**config.mk**
```make
export PLATFORM = sky130hd
export DESIGN_NAME = seq_det_n
export DESIGN_NICKNAME = d
export VERILOG_FILES = /design/src/rtl/seq_det_pkg.sv /design/src/rtl/seq_det_next.sv /design/src/rtl/seq_det_n.sv
export SDC_FILE = /design/constraint.sdc
export NUM_CORES = 1
export LEC_CHECK = 0
export ABC_AREA = 1
export CORE_ASPECT_RATIO = 0.9
export CORE_MARGIN = 10
export CORE_UTILIZATION = 45
export CTS_CLUSTER_DIAMETER = 30
export CTS_CLUSTER_SIZE = 20
export DETAILED_ROUTE_END_ITERATION = 6
export PLACE_DENSITY = 0.76
export SLEW_MARGIN = 20
export SYNTH_ARGS = -nofsm -noshare
export SYNTH_HDL_FRONTEND = slang
export SYNTH_SLANG_ARGS = --single-unit
```
**constraint.sdc**
```tcl
create_clock -name clk -period 3.5 [get_ports clk]
set_input_delay 0.525 -clock clk [delete_from_list [all_inputs] [get_ports clk]]
set_output_delay 0.525 -clock clk [all_outputs]
set_load 0.1 [all_outputs]
```
**src/rtl/seq_det_pkg.sv**
```systemverilog
// Shared types and helpers for the seq_det_n serial pattern detector.
// seq_next() holds the full KMP-style transition rule for patterns up to MAX_LEN bits.
package seq_det_pkg;

    localparam int unsigned MAX_LEN = 16;
    localparam int unsigned MAX_S_W = 5;

    function automatic int unsigned state_width(input int unsigned pat_len);
        return $clog2(pat_len + 1);
    endfunction

    // Returns the longest pattern prefix that is a suffix of (matched prefix, b).
    function automatic logic [MAX_S_W-1:0] seq_next(
        input logic [MAX_S_W-1:0] s,
        input logic               b,
        input logic [MAX_LEN-1:0] pattern,
        input int unsigned        pat_len,
        input bit                 overlap
    );
        logic [MAX_LEN:0]   p;
        logic [MAX_LEN:0]   h;
        logic [MAX_LEN:0]   mask_s;
        logic [MAX_LEN:0]   mask_k;
        logic [MAX_LEN-1:0] tmp;
        logic [MAX_S_W-1:0] best;

        // p[i] is the i-th pattern bit in arrival order
        p = '0;
        for (int i = 0; i < int'(MAX_LEN); i++) begin
            if (i < int'(pat_len)) begin
                tmp  = pattern >> (int'(pat_len) - 1 - i);
                p[i] = tmp[0];
            end
        end

        best = '0;
        if ((int'(s) == int'(pat_len)) && !overlap) begin
            best = (b == p[0]) ? MAX_S_W'(1) : MAX_S_W'(0);
        end else begin
            // h[j] is history bit j, oldest first; its length is s+1
            mask_s = ((MAX_LEN+1)'(1) << s) - (MAX_LEN+1)'(1);
            h      = (p & mask_s) | ((MAX_LEN+1)'(b) << s);
            for (int k = 1; k <= int'(MAX_LEN); k++) begin
                if ((k <= int'(s) + 1) && (k <= int'(pat_len))) begin
                    mask_k = ((MAX_LEN+1)'(1) << k) - (MAX_LEN+1)'(1);
                    if ((((h >> (int'(s) + 1 - k)) ^ p) & mask_k) == '0) begin
                        best = MAX_S_W'(k);
                    end
                end
            end
        end
        return best;
    endfunction

endpackage

```
**src/rtl/seq_det_next.sv**
```systemverilog
// Combinational next-state evaluation for seq_det_n.
module seq_det_next
    import seq_det_pkg::*;
#(
    parameter int unsigned        PAT_LEN = 4,
    parameter logic [PAT_LEN-1:0] PATTERN = 4'b1011,
    parameter bit                 OVERLAP = 1'b1,
    parameter int unsigned        S_W     = state_width(PAT_LEN)
) (
    input  logic [S_W-1:0] state,
    input  logic           in,
    output logic [S_W-1:0] next_state
);

    always_comb begin
        next_state = S_W'(seq_next(MAX_S_W'(state), in, MAX_LEN'(PATTERN), PAT_LEN, OVERLAP));
    end

endmodule

```
**src/rtl/seq_det_n.sv**
```systemverilog
// Parametrised serial sequence detector with Moore and Mealy match flags.
// Define SEQ_DET_CNT_EN to build the saturating match counter; otherwise match_cnt is zero.
module seq_det_n
    import seq_det_pkg::*;
#(
    parameter int unsigned        PAT_LEN = 4,
    parameter logic [PAT_LEN-1:0] PATTERN = 4'b1011,
    parameter bit                 OVERLAP = 1'b1,
    parameter int unsigned        CNT_W   = 8,
    parameter int unsigned        S_W     = state_width(PAT_LEN)
) (
    input  logic             clk,
    input  logic             rst,
    input  logic             en,
    input  logic             in,
    output logic             z_moore,
    output logic             z_mealy,
    output logic [S_W-1:0]   out_state,
    output logic [CNT_W-1:0] match_cnt
);

    localparam logic [S_W-1:0] FULL = S_W'(PAT_LEN);

    logic [S_W-1:0] state_q;
    logic [S_W-1:0] state_d;
    logic [S_W-1:0] next_state;
    logic           moore_q;
    logic           hit;

    seq_det_next #(
        .PAT_LEN (PAT_LEN),
        .PATTERN (PATTERN),
        .OVERLAP (OVERLAP),
        .S_W     (S_W)
    ) u_next (
        .state      (state_q),
        .in         (in),
        .next_state (next_state)
    );

    always_comb begin
        hit     = en && (next_state == FULL);
        state_d = en ? next_state : state_q;
    end

    always_ff @(posedge clk or negedge rst) begin
        if (!rst) begin
            state_q <= '0;
            moore_q <= 1'b0;
        end else begin
            state_q <= state_d;
            moore_q <= (state_d == FULL);
        end
    end

    assign out_state = state_q;
    assign z_moore   = moore_q;
    assign z_mealy   = hit;

`ifdef SEQ_DET_CNT_EN
    logic [CNT_W-1:0] cnt_q;

    always_ff @(posedge clk or negedge rst) begin
        if (!rst) begin
            cnt_q <= '0;
        end else if (hit && (cnt_q != '1)) begin
            cnt_q <= cnt_q + 1'b1;
        end
    end

    assign match_cnt = cnt_q;
`else
    assign match_cnt = '0;
`endif

endmodule

```
Word level (Yosys, flattened, before mapping)
Index checks and enable logic that the tools add are counted.
{ "totals": {"register_bits": 4, "inputBits": 4, "out_inout_bits": 13, "word_cells": 39} }
{ "classes": {"n_addsub": 6, "magnitude_cmp": 4, "n_eq_ne": 2, "n_shift": 6, "muxes": 9, "n_bitwise": 5, "reduce_logical": 5} }
{ "ops": {"columns": ["operator", "n"], "rows": [
  ["zero test 17 bit", 4],
  ["less-or-equal comparator 3 x 32 -> 1 bit (first input constant)", 2],
  ["subtractor 32 x 3 -> 32 bit (second input constant)", 2],
  ["less-or-equal comparator 2 x 32 -> 1 bit (first input constant)", 1],
  ["less-or-equal comparator 4 x 32 -> 1 bit (first input constant)", 1],
  ["right shift 17 x 32 -> 1 bit", 1],
  ["right shift 17 x 32 -> 2 bit", 1],
  ["right shift 17 x 32 -> 3 bit", 1],
  ["right shift 17 x 32 -> 4 bit", 1],
  ["subtractor 32 x 2 -> 32 bit (second input constant)", 1],
  ["subtractor 32 x 4 -> 32 bit (second input constant)", 1],
  ["2-to-1 mux 3 bit", 6],
  ["bitwise OR 4 x 17 -> 17 bit", 1],
  ["left shift 1 x 3 -> 17 bit", 1],
  ["equality test 3 bit (second input constant)", 2],
  ["adder 3 x 1 -> 4 bit (second input constant)", 1],
  ["left shift 1 x 3 -> 4 bit (first input constant)", 1],
  ["subtractor 4 x 2 -> 4 bit (second input constant)", 1],
  ["inverter 3 bit", 1],
  ["2-to-1 mux 1 bit", 2],
  ["2-to-1 mux 2 bit", 1],
  ["inverter 1 bit", 2],
  ["inverter 2 bit", 1],
  ["logical AND 1 bit", 1]
]} }

Logic depth before layout (Yosys ltp)
Gate-level depths: netlist of run 1.
{ "depth": {"ltp_word": 16, "mapped_depth": 19, "depth_no_buf": 18} }

By module
From an unflattened synthesis of run 1, not the netlist that was laid out.
{ "unflattened": {"hier_cells": 138, "hier_area_um2": 919.6} }
{ "by_module_without_submodules": {"columns": ["module", "instances", "cells_each", "area_each_um2", "seq_area_each_um2"], "rows": [
  ["seq_det_next", 1, 108, 678.2, 0.0],
  ["seq_det_n", 1, 30, 241.5, 100.1]
]} }

Worst setup path after synthesis of run 1
No wires, ideal clock.
{ "synth_path": {"path_kind": "register to output", "from": "register state_q[0], in the netlist out_state[0]", "to": "output z_mealy", "t_arrival_ns": 3.620, "t_required_ns": 2.975, "path_slack_ns": -0.645, "stages_incl_launch_ff": 9, "n_path_buf": 0, "path_cell_list": "dfrtp_1 > ha_1 > ha_1 > ha_1 > nor2_1 > nand3_1 > nor4_2 > nand3_1 > nor2_1"} }
{ "synth_via": {"elab_chain_cells": 16, "elab_cells_between_ends": 35, "cone_classes": "add/sub (6); order compare (4); eq/ne (1); shift (6); mux (8); bitwise (5); reduce/logical (5)"} }
{ "synth_lines": {"columns": ["item", "line_no", "text"], "rows": [
  ["from (decl)", "seq_det_n.sv:24", "logic [S_W-1:0] state_q;"],
  ["from (signal assigned)", "seq_det_n.sv:51", "state_q <= state_d;"],
  ["parallel branches: the longest is 13 deep, another holds subtractor 32 x 2 -> 32 bit", null, null],
  ["2-to-1 mux 3 bit *", "seq_det_pkg.sv:44", "if ((k <= int'(s) + 1) && (k <= int'(pat_len))) begin"],
  ["equality test 3 bit *", "seq_det_n.sv:42", "hit = en && (next_state == FULL);"],
  ["logical AND 1 bit *", "seq_det_n.sv:42", null],
  ["to (decl)", "seq_det_n.sv:17", "output logic z_mealy,"]
]} }
Mark *: on every way between the ends.

Worst setup path in the final report of run 1
{ "layout_path": {"from": "register state_q[1], in the netlist out_state[1]", "to": "output z_mealy"} }
Same word-level chain as after synthesis.

==> results of run 1 <==
-- metrics by stage --
step	std cells	instance area (um2)	util, %	worst slack, ns
5_1_grt	166	963	55.6	0.176
6_report	166	963	55.6	0.433
4_1_cts	166	963	55.6	0.425
3_3_place_gp	162	937	54.0	0.509
2_1_floorplan	139	887	-	0.0364
3_5_place_dp	162	937	54.0	0.443
-- worst register-to-register path, stage by stage (launching register included) --
cell and delay, ns:
sky130_fd_sc_hd__dfrtp_2 0.47, sky130_fd_sc_hd__inv_1 0.14, sky130_fd_sc_hd__ha_1 0.32, sky130_fd_sc_hd__clkinv_1 0.22, sky130_fd_sc_hd__ha_1 0.30, sky130_fd_sc_hd__nand2_1 0.07, sky130_fd_sc_hd__inv_1 0.04, sky130_fd_sc_hd__ha_1 0.19
sky130_fd_sc_hd__inv_1 0.06, sky130_fd_sc_hd__ha_1 0.23, sky130_fd_sc_hd__xor2_1 0.16, sky130_fd_sc_hd__a211oi_1 0.24, sky130_fd_sc_hd__nand2_1 0.08, sky130_fd_sc_hd__a21oi_1 0.12, sky130_fd_sc_hd__nand2_1 0.07, sky130_fd_sc_hd__nand2_1 0.05
sky130_fd_sc_hd__nand2_1 0.06, sky130_fd_sc_hd__nand2_2 0.07, sky130_fd_sc_hd__nor2_2 0.03
-- worst max-delay path by stage --
stage / from / to / cells after the start
2_1_floorplan: out_state[0] / z_moore / 18
3_3_place_gp: out_state[1] / z_moore / 17
3_5_place_dp: out_state[1] / z_moore / 18
4_1_cts: out_state[1] / z_moore / 18
5_1_grt: out_state[1] / z_moore / 18
6_report: out_state[1] / z_mealy / 9
-- synthesized netlist by cell type (2+ instances only) --
cell type | number | share of area, %
sky130_fd_sc_hd__a21oi_1 | 5 | 2.9
sky130_fd_sc_hd__buf_4 | 9 | 7.9
sky130_fd_sc_hd__dfrtp_1 | 4 | 12
sky130_fd_sc_hd__ha_1 | 13 | 19
sky130_fd_sc_hd__inv_1 | 12 | 5.3
sky130_fd_sc_hd__inv_2 | 3 | 1.3
sky130_fd_sc_hd__nand2_1 | 26 | 11
sky130_fd_sc_hd__nand2_2 | 2 | 1.5
sky130_fd_sc_hd__nand3_1 | 15 | 8.8
sky130_fd_sc_hd__nand3_2 | 2 | 2.3
sky130_fd_sc_hd__nand4_1 | 3 | 2.2
sky130_fd_sc_hd__nor2_1 | 12 | 5.3
sky130_fd_sc_hd__nor3_1 | 3 | 1.8
sky130_fd_sc_hd__o21ai_0 | 4 | 2.3
sky130_fd_sc_hd__o21ai_1 | 3 | 1.8
sky130_fd_sc_hd__xor2_1 | 2 | 2.1
-- cell type report --
type	instances	area, um2	share of cell area (%)
Multi-Input combinational cell	108	647	67.1
Timing Repair Buffer	9	92.6	9.61
Tap cell	24	30.0	3.12
Sequential cell	4	101	10.5
Clock buffer	4	26.3	2.73
Inverter	17	66.3	6.88
-- routing by layer --
metal | track usage, % | up-vias
met1 | 14.9 | 386
li1 | - | 445
met2 | 16.3 | 30
met4 | 2.74 | 0
met5 | 0 | -
met3 | 2.18 | 2
-- power breakdown --
group	total (mW)	internal, mW	switching, mW
sequential	0.0706	0.0560	0.0146
combinational	0.473	0.143	0.330
clock	0.0656	0.0430	0.0226
-- cell families after synthesis --
| logic type | Yosys count |
|---|---|
| AO/OA/AOI/OAI | 18 |
| XOR/XNOR | 2 |
| adder cells (fa/ha/maj) | 13 |
| buffers and inverters | 27 |
| flip-flops | 4 |
| other | 1 |
| AND/OR/NAND/NOR | 67 |
-- state kept, by name, indices dropped and copies added, names as in the netlist --
signal     count
out_state      3
z_moore        1
==> results.md, run 1 <==
- The maximum number of buffers from clock root to sink is 2.
- For this run, the slowest stage of the critical path takes 0.48 ns.
- The total chip power is 0.609 mW.
- The TritonCTS clock tree is done.
- The number of clock sinks is 4.
- The worst setup path is captured at an output pin.
- The vertical extent of the die is 61.3 um.
- The combinational family with the most area after synthesis is simple AND/OR/NAND/NOR gates.
- Along the worst path, the maximum fanout reaches 12.
- The core footprint is 1730 um2.
- The xor/xnor cell area share of the yosys netlist is 2.06%.
- The overall track demand over capacity in global routing is 10.7%.
- The overall die area is 4040 um2.
- The flow ran to the end, and the final reports show no timing, DRC or antenna violations.
- The fill cell instance count of the final layout is 172.
- The final-report setup violation count is 0.
- The mean instance size in the synthesized netlist is 6.46 um2.
- The largest net degree at the start of global routing is 15.
- The total grt overflow is 0.
- The number of vias in the routed layout is 863.
- The floorplan step set the die width to 65.9 um.
- The repair_antennas step left the layout with diodes totalling 0.
- The via count normalized by instance count is 5.20.
- The tree is rooted in a sky130_fd_sc_hd__clkbuf_4.
- In this run the critical register-to-register path is launched from out_state[1].
- The total clock buffers created by CTS is 3.
- The initial utilization of the core area, before any placement, comes to 49.1%.
- The worst hold path belongs to the class in -> async.
- After layout, the worst path uses 87.6% of the clock period.
- The static leakage is 0.476 nW.
- The actual slew at the worst max-slew pin is 0.993 ns.
- The total negative slack for setup checks is 0 ns.
- The post-synthesis mux area share is 0%.
- In this run the number of H-tree levels came out at 1.
- The number of flops mapped to enable cells by yosys is 0.
- Summing the sequential cell areas from Yosys gives 11.7% of the chip area.
- The cell area power density is 632 nW/um2.
- After detailed routing, the met3 layer carries 129 um of wire.
- STA puts the critical path data arrival time at 2.54 ns.
- The final critical-path required period is 3.07 ns.
- The first global-routing pass estimated 3.50 mm of wire.
- After detailed routing, the met2 layer carries 923 um of wire.
- The routed design has 2.02 mm of wire.
- For the worst flop-to-flop path, the logic depth is 18.
- The number of antenna violations at the first check in global routing is 0.
- At the worst endpoint, the required time is 2.97 ns.
- The latest clock arrival within the worst-skew pair is 0.24 ns.
- In this run the cell area of the synthesized design comes to 852 um2.
- The library cells used most frequently in the layout, excluding fill and tap cells, are 26 x sky130_fd_sc_hd__nand2_1, 15 x sky130_fd_sc_hd__nand3_1, 13 x sky130_fd_sc_hd__ha_1.
- The critical path buffer and inverter count is 1.
- The final layout contains 160 nets.
- The total count of max-transition violations in the final report is 0.
- By instance count, the cell type seen most on the critical path is sky130_fd_sc_hd__ha_1.
- The area added between synthesis and finish is 13.1%.
- For this run, the number of Yosys warnings is 0.
- The count of standard-cell rows is 14.
- The number of gates resized after CTS was 0.
- Across the run, the number of max-cap violations was 0.
- Setup repair after global routing left no endpoint under its margin.
- The library cell used most frequently in the layout, excluding fill and tap cells, is sky130_fd_sc_hd__nand2_1.
- The first detailed-routing pass took 4 iterations.
- The HPWL reported at the end of detailed placement is 1.63 mm.
- The count of port buffers added during placement is 8.
- The top achievable clock speed is 326 MHz.
- The final worst clock skew is 0.00417 ns.
- The number of DRC violations after detailed-routing iteration 0 is 45.
- The global placer's final weighted congestion is 0.873.
- Cells with a size suffix above 1 make up 14.8% of the layout.
- The worst pin sits at a relative slew slack of 33.6%.
- The largest individual stage delay along the critical path comes from the cell sky130_fd_sc_hd__dfrtp_2.
- The critical path class is reg -> out.
- The maximum vdd ir drop is 0.380 mV.
- The number of global-route vias before repair came to 739.
- The synthesized netlist contains 30 unique library cells.
- The number of buffers added for setup after CTS is 0.
- The detailed-route wire length per cell is 12.2 um.
- The signal on the critical path passes through ha_1 -> ha_1 -> ha_1 -> nor2_1 -> nand3_1 -> nor4_2 -> nand3_1 -> nor2_4 -> buf_12.
- After synthesis, the share of flip-flops with an asynchronous set or reset is 100%.
- The endpoint identified for the worst register-to-register timing path is z_moore.
- The top-level port count is 17.
- The most used flip-flop cell after synthesis is sky130_fd_sc_hd__dfrtp_1.
- The clock slew seen by the registers of the worst setup and hold paths is 0.04 ns.
- The tightest hold path in the finished design has a slack of 0.482 ns.
- The fraction of the mapped netlist area in compound gates is 12.8%.
- The synthesized flop and latch total is 4.
- The detailed-routing wirelength on met1 is 954 um.
- The fraction of the mapped netlist area in adder cells is 19.1%.
- In this run the register-to-register setup slack is 0.44 ns.
- The remaining design rule violation count is 0.
- The cell family contributing the most delay on the critical path is adder cells.
- Of the total synthesized cell area, the portion taken by AND, OR, NAND and NOR gates is 37.6%.
- STA classifies the critical path startpoint as a flip-flop.
- The top metal layer carrying routed signals is met4.
- The cell count after synthesis is 132.
- The detail route stage leaves a number of antenna-violating nets equal to 0.
- The final hold violation count is 0.
- The number of buffers inserted by hold repair at cts is 0.
Note: power is estimated with default switching activity, not from simulation.
==> run 2, diff against run 1 <==
--- a/config.mk
+++ b/config.mk
@@ -7,3 +7,3 @@
 export LEC_CHECK = 0
-export ABC_AREA = 1
+export ABC_AREA = 0
 export CORE_ASPECT_RATIO = 0.9
@@ -11,2 +11,3 @@
 export CORE_UTILIZATION = 45
+export CTS_BUF_LIST = sky130_fd_sc_hd__clkbuf_8
 export CTS_CLUSTER_DIAMETER = 30
@@ -14,3 +15,3 @@
 export DETAILED_ROUTE_END_ITERATION = 6
-export PLACE_DENSITY = 0.76
+export PLACE_DENSITY = 0.77
 export SLEW_MARGIN = 20
==> constraint.sdc (replaced) <==
create_clock -name clk -period 3.5 [get_ports clk]
set_input_delay 0.35 -clock clk [delete_from_list [all_inputs] [get_ports clk]]
set_output_delay 0.35 -clock clk [all_outputs]
set_load 0.1 [all_outputs]
==> run 2 against run 1 <==
Power shrank 26%. Combinational power is 37% lower. Clock skew hardly changed. Critical path depth fell by 1. Cell count shrank 16%. First-iteration DRC count is 58% higher. Clock power is 45% higher. Via count down 1.5%. Wire length rose by 6.9%. Non-clock buffer count is 1 higher. Core utilization hardly changed. Critical path type unchanged. Highest routed layer unchanged.
==> results.md, run 2 <==
- The run finished with clean final reports.
- The dominant synthesized flop cell is sky130_fd_sc_hd__dfrtp_1.
- The number of buffers inserted by hold repair at cts is 0 (unchanged).
- The instance count after placement with tap cells included is 137 (-15%).
- The latest clock arrival within the worst-skew pair came to 0.21 ns (-0.03 ns).
- The share of async-settable or async-resettable flops after synthesis was 100% (unchanged).
- The top-level port count came to 17 (unchanged).
- The actual slew at the worst max-slew pin came to 1.00 ns (+0.00912 ns).
- The cell taking the most area after synthesis is sky130_fd_sc_hd__ha_1.
- The cell count after synthesis is 108 (-18%).
- The number of vias in the routed layout is 850 (-1.5%).
- The cell area power density is 486 nW/um2 (-23%).
- The number of DRC violations after detailed-routing iteration 0 was 71 (+58%).
- The worst hold path belongs to the class in -> async.
- The cell area after synthesis came to 808 um2 (-5.1%).
- The critical path data required time is 3.15 ns (+0.18 ns).
- The proportion of synthesized chip area in sequential cells came to 12.4% (+0.64 points).
- The buffer type at the clock tree root is sky130_fd_sc_hd__clkbuf_8.
- The smallest setup slack after layout is 0.496 ns (+0.0628 ns).
- The number of gates resized after cts is 0 (unchanged).
- The share of layout cells above drive strength 1 is 8.62% (-6.2 points).
- The remaining design rule violation count came to 0 (unchanged).
- The total negative slack for setup checks came to 0 ns (unchanged).
- The total count of max-transition violations in the final report is 0 (unchanged).
- The fraction of the mapped netlist area in compound gates is 27.1% (+14 points).
- The width of the die is 64.7 um (-1.8%).
- The maximum number of buffers from clock root to sink is 2 (unchanged).
- The endpoint type of the worst setup path is an output pin.
- The number of buffers added for setup after CTS is 0 (unchanged).
- The total of max-cap violations is 0 (unchanged).
- The final-report setup violation count is 0 (unchanged).
- The largest net degree at the start of global routing is 18 (+3).
- The synthesized flop and latch total came to 4 (unchanged).
- The worst-path maximum fanout is 10 (-2).
- The arrival time of the worst setup path came to 2.65 ns (+0.11 ns).
- The maximum vdd ir drop is 0.191 mV (-50%).
- The portion of synthesized cell area occupied by the leading cell type is 20.1% (+1.0 points).
- The detailed-route wire length per cell is 15.4 um (+27%).
- The TritonCTS clock tree is done.
- The worst-case setup slack after placement was 0.617 ns (+0.174 ns).
- By area, the combinational part of the netlist is dominated by compound AO/OA/AOI/OAI gates.
- The mean instance size in the synthesized netlist was 7.48 um2 (+16%).
- The register-to-register path setup slack is 0.58 ns (+0.14 ns).
- The first-pass GRT wire length is 3.48 mm (-0.40%).
- The simple-gate portion of the synthesized area was 24.0% (-14 points).
- The worst reg2reg path depth is 12 (-6).
- The via count normalized by instance count came to 6.07 (+17%).
- The worst setup path is of the reg -> out kind.
- The length of routed met2 wiring is 1.08 mm (+17%).
- The final critical-path required period was 3.00 ns (-0.0628 ns).
- The final hold violation count was 0 (unchanged).
- In the layout the commonest cells are 13 x sky130_fd_sc_hd__ha_1, 12 x sky130_fd_sc_hd__nand2_1, 9 x sky130_fd_sc_hd__inv_1.
- The detailed-routing wirelength on met1 is 908 um (-4.8%).
- The number of unique standard cell types used by synthesis is 41 (+37%).
- The global placer's final weighted congestion is 1.01 (+16%).
- The highest metal layer carrying signal wires in the routed design is met4.
- The count of standard-cell rows is 14 (unchanged).
- The fraction of the mapped netlist area in adder cells is 20.1% (+1.0 points).
- The final worst clock skew was 0.00402 ns (-0.000146 ns).
- The area added between synthesis and finish is 15.5%.
- The vertical extent of the die came to 60.2 um (-1.8%).
- The detailed-route wire length is 2.16 mm (+6.9%).
- The static leakage is 0.413 nW (-13%).
- The count of antenna-violating nets left after detailed routing is 0 (unchanged).
- The overall die area is 3890 um2 (-3.5%).
- The core footprint was 1680 um2 (-3.0%).
- The clock slew seen by the registers of the worst setup and hold paths is 0.03 ns (about the same).
- The total non-filler cell area in the finished layout is 933 um2 (-3.1%).
- The cell area after placement came to 892 um2 (-4.8%).
- The top achievable clock speed was 333 MHz (+2.1%).
- The post-synthesis mux area share was 0% (unchanged).
- The HPWL reported at the end of detailed placement is 1.71 mm (+5.1%).
- The count of port buffers added during placement is 8 (unchanged).
- The overall track demand over capacity in global routing is 10.8% (+0.068 points).
- The effective utilization at floorplan is 48.1% (-1.1 points).
- The number of flip-flops in the largest register is 3 (unchanged).
- Sorting the synthesized cells by how often they occur yields 13 x sky130_fd_sc_hd__ha_1, 12 x sky130_fd_sc_hd__nand2_1, 9 x sky130_fd_sc_hd__inv_1, 8 x sky130_fd_sc_hd__buf_4, 6 x sky130_fd_sc_hd__o21ai_0.
- The total number of yosys warnings is 0 (unchanged).
- Yosys attributes the largest share of cell area to sky130_fd_sc_hd__ha_1 20%, sky130_fd_sc_hd__dfrtp_1 12%, sky130_fd_sc_hd__buf_4 7.4%, sky130_fd_sc_hd__nand2_1 5.6%, sky130_fd_sc_hd__inv_1 4.2%.
- The tightest slew margin relative to the limit came to 33.0% (-0.61 points).
- The count of antenna diodes in the layout is 0 (unchanged).
- The number of standard cells in the layout, taps in and fillers out is 140 (-16%).
- The wire length on met3 came to 146 um (+13%).
- The number of antenna violations at the first check in global routing is 0 (unchanged).
- The xor/xnor cell area share of the yosys netlist is 2.17% (+0.11 points).
- The number of global-route vias before repair is 802 (+8.5%).
- The total grt overflow is 0 (unchanged).
- The number of detailed-route iterations in the first pass is 5 (+1).
- The number of flops mapped to enable cells by yosys is 0 (unchanged).
- The total clock buffers created by CTS is 3 (unchanged).
- The number of H-tree levels is 1 (unchanged).
- The number of clock sinks is 4 (unchanged).
- The number of nets in the final layout is 135 (-16%).
- The share of the clock period used by the worst path after layout is 85.8% (-1.8 points).
- The type of origin of the critical path is a flip-flop.
- Setup repair after global routing left no endpoint under its margin.
- The most common library cell in the layout ignoring fill and taps is sky130_fd_sc_hd__ha_1.
- Among all cell types in the netlist, the one instantiated most often is sky130_fd_sc_hd__ha_1.
[run 2: cell types whose count changed after synthesis, sizes merged, moves of 3 or more]
cell,previous run,this run
nand2,29,12
nand3,17,5
nor2,13,3
inv,16,9
nand2b,0,3
[run 2: metal layers]
metal	track usage (%)	up-vias
met5	0	-
met4	3.96	0
met3	1.87	4
met2	18.8	45
met1	12.8	404
li1	-	397
[run 2: layout make-up]
cell class                      instances  area (um2)
Multi-Input combinational cell         90         623
Inverter                                9        33.8
Tap cell                               24        30.0
Fill cell                             156         748
Timing Repair Buffer                   10         105
Clock buffer                            3        41.3
Sequential cell                         4         100
[run 2: logic make-up (layout without fill, tap and decap cells)]
logic type               after synthesis  after routing
AND/OR/NAND/NOR                       38             38
AO/OA/AOI/OAI                         29             29
buffers and inverters                 21             22
adder cells (fa/ha/maj)               13             13
flip-flops                             4              4
XOR/XNOR                               2              2
other                                  1              8
[run 2: power breakdown]
part / internal, mW / leakage, nW / total [mW] / switching [mW]
Combinational: 0.101 / 0.339 / 0.298 / 0.197
Clock: 0.0732 / 0.0216 / 0.0953 / 0.0221
Sequential: 0.0500 / 0.0527 / 0.0606 / 0.0106
[run 2: final timing paths]
check | from | end
max reg2reg | out_state[1] | out_state[0]
min | rst | out_state[2]
min in group clk | out_state[0] | z_moore
max in group asynchronous | rst | z_moore
max | out_state[0] | z_mealy
min reg2reg | out_state[0] | z_moore
[run 2: critical path: stages (launching register included)]
cell,delay [ns]
sky130_fd_sc_hd__dfrtp_1,0.51
sky130_fd_sc_hd__inv_1,0.21
sky130_fd_sc_hd__ha_1,0.35
sky130_fd_sc_hd__nor3_1,0.44
sky130_fd_sc_hd__o211ai_2,0.21
sky130_fd_sc_hd__o21ai_0,0.11
sky130_fd_sc_hd__nand4_1,0.24
sky130_fd_sc_hd__inv_1,0.18
sky130_fd_sc_hd__buf_12,0.18
[run 2: per-stage QoR]
step | power (mW) | hold WS, ns | util [%]
3_3_place_gp | 0.345 | 0.561 | 53.1
3_5_place_dp | 0.353 | 0.563 | 53.1
4_1_cts | 0.449 | 0.341 | 55.5
5_1_grt | 0.486 | 0.344 | 55.5
6_report | 0.454 | 0.340 | 55.5
2_1_floorplan | 0.300 | 0.0544 | -
==> run 3, diff against run 2 <==
Settings changed: ABC_AREA 0 to default.
==> results of run 3 <==
Final layout, timing and power as in run 2 (identical DEF).
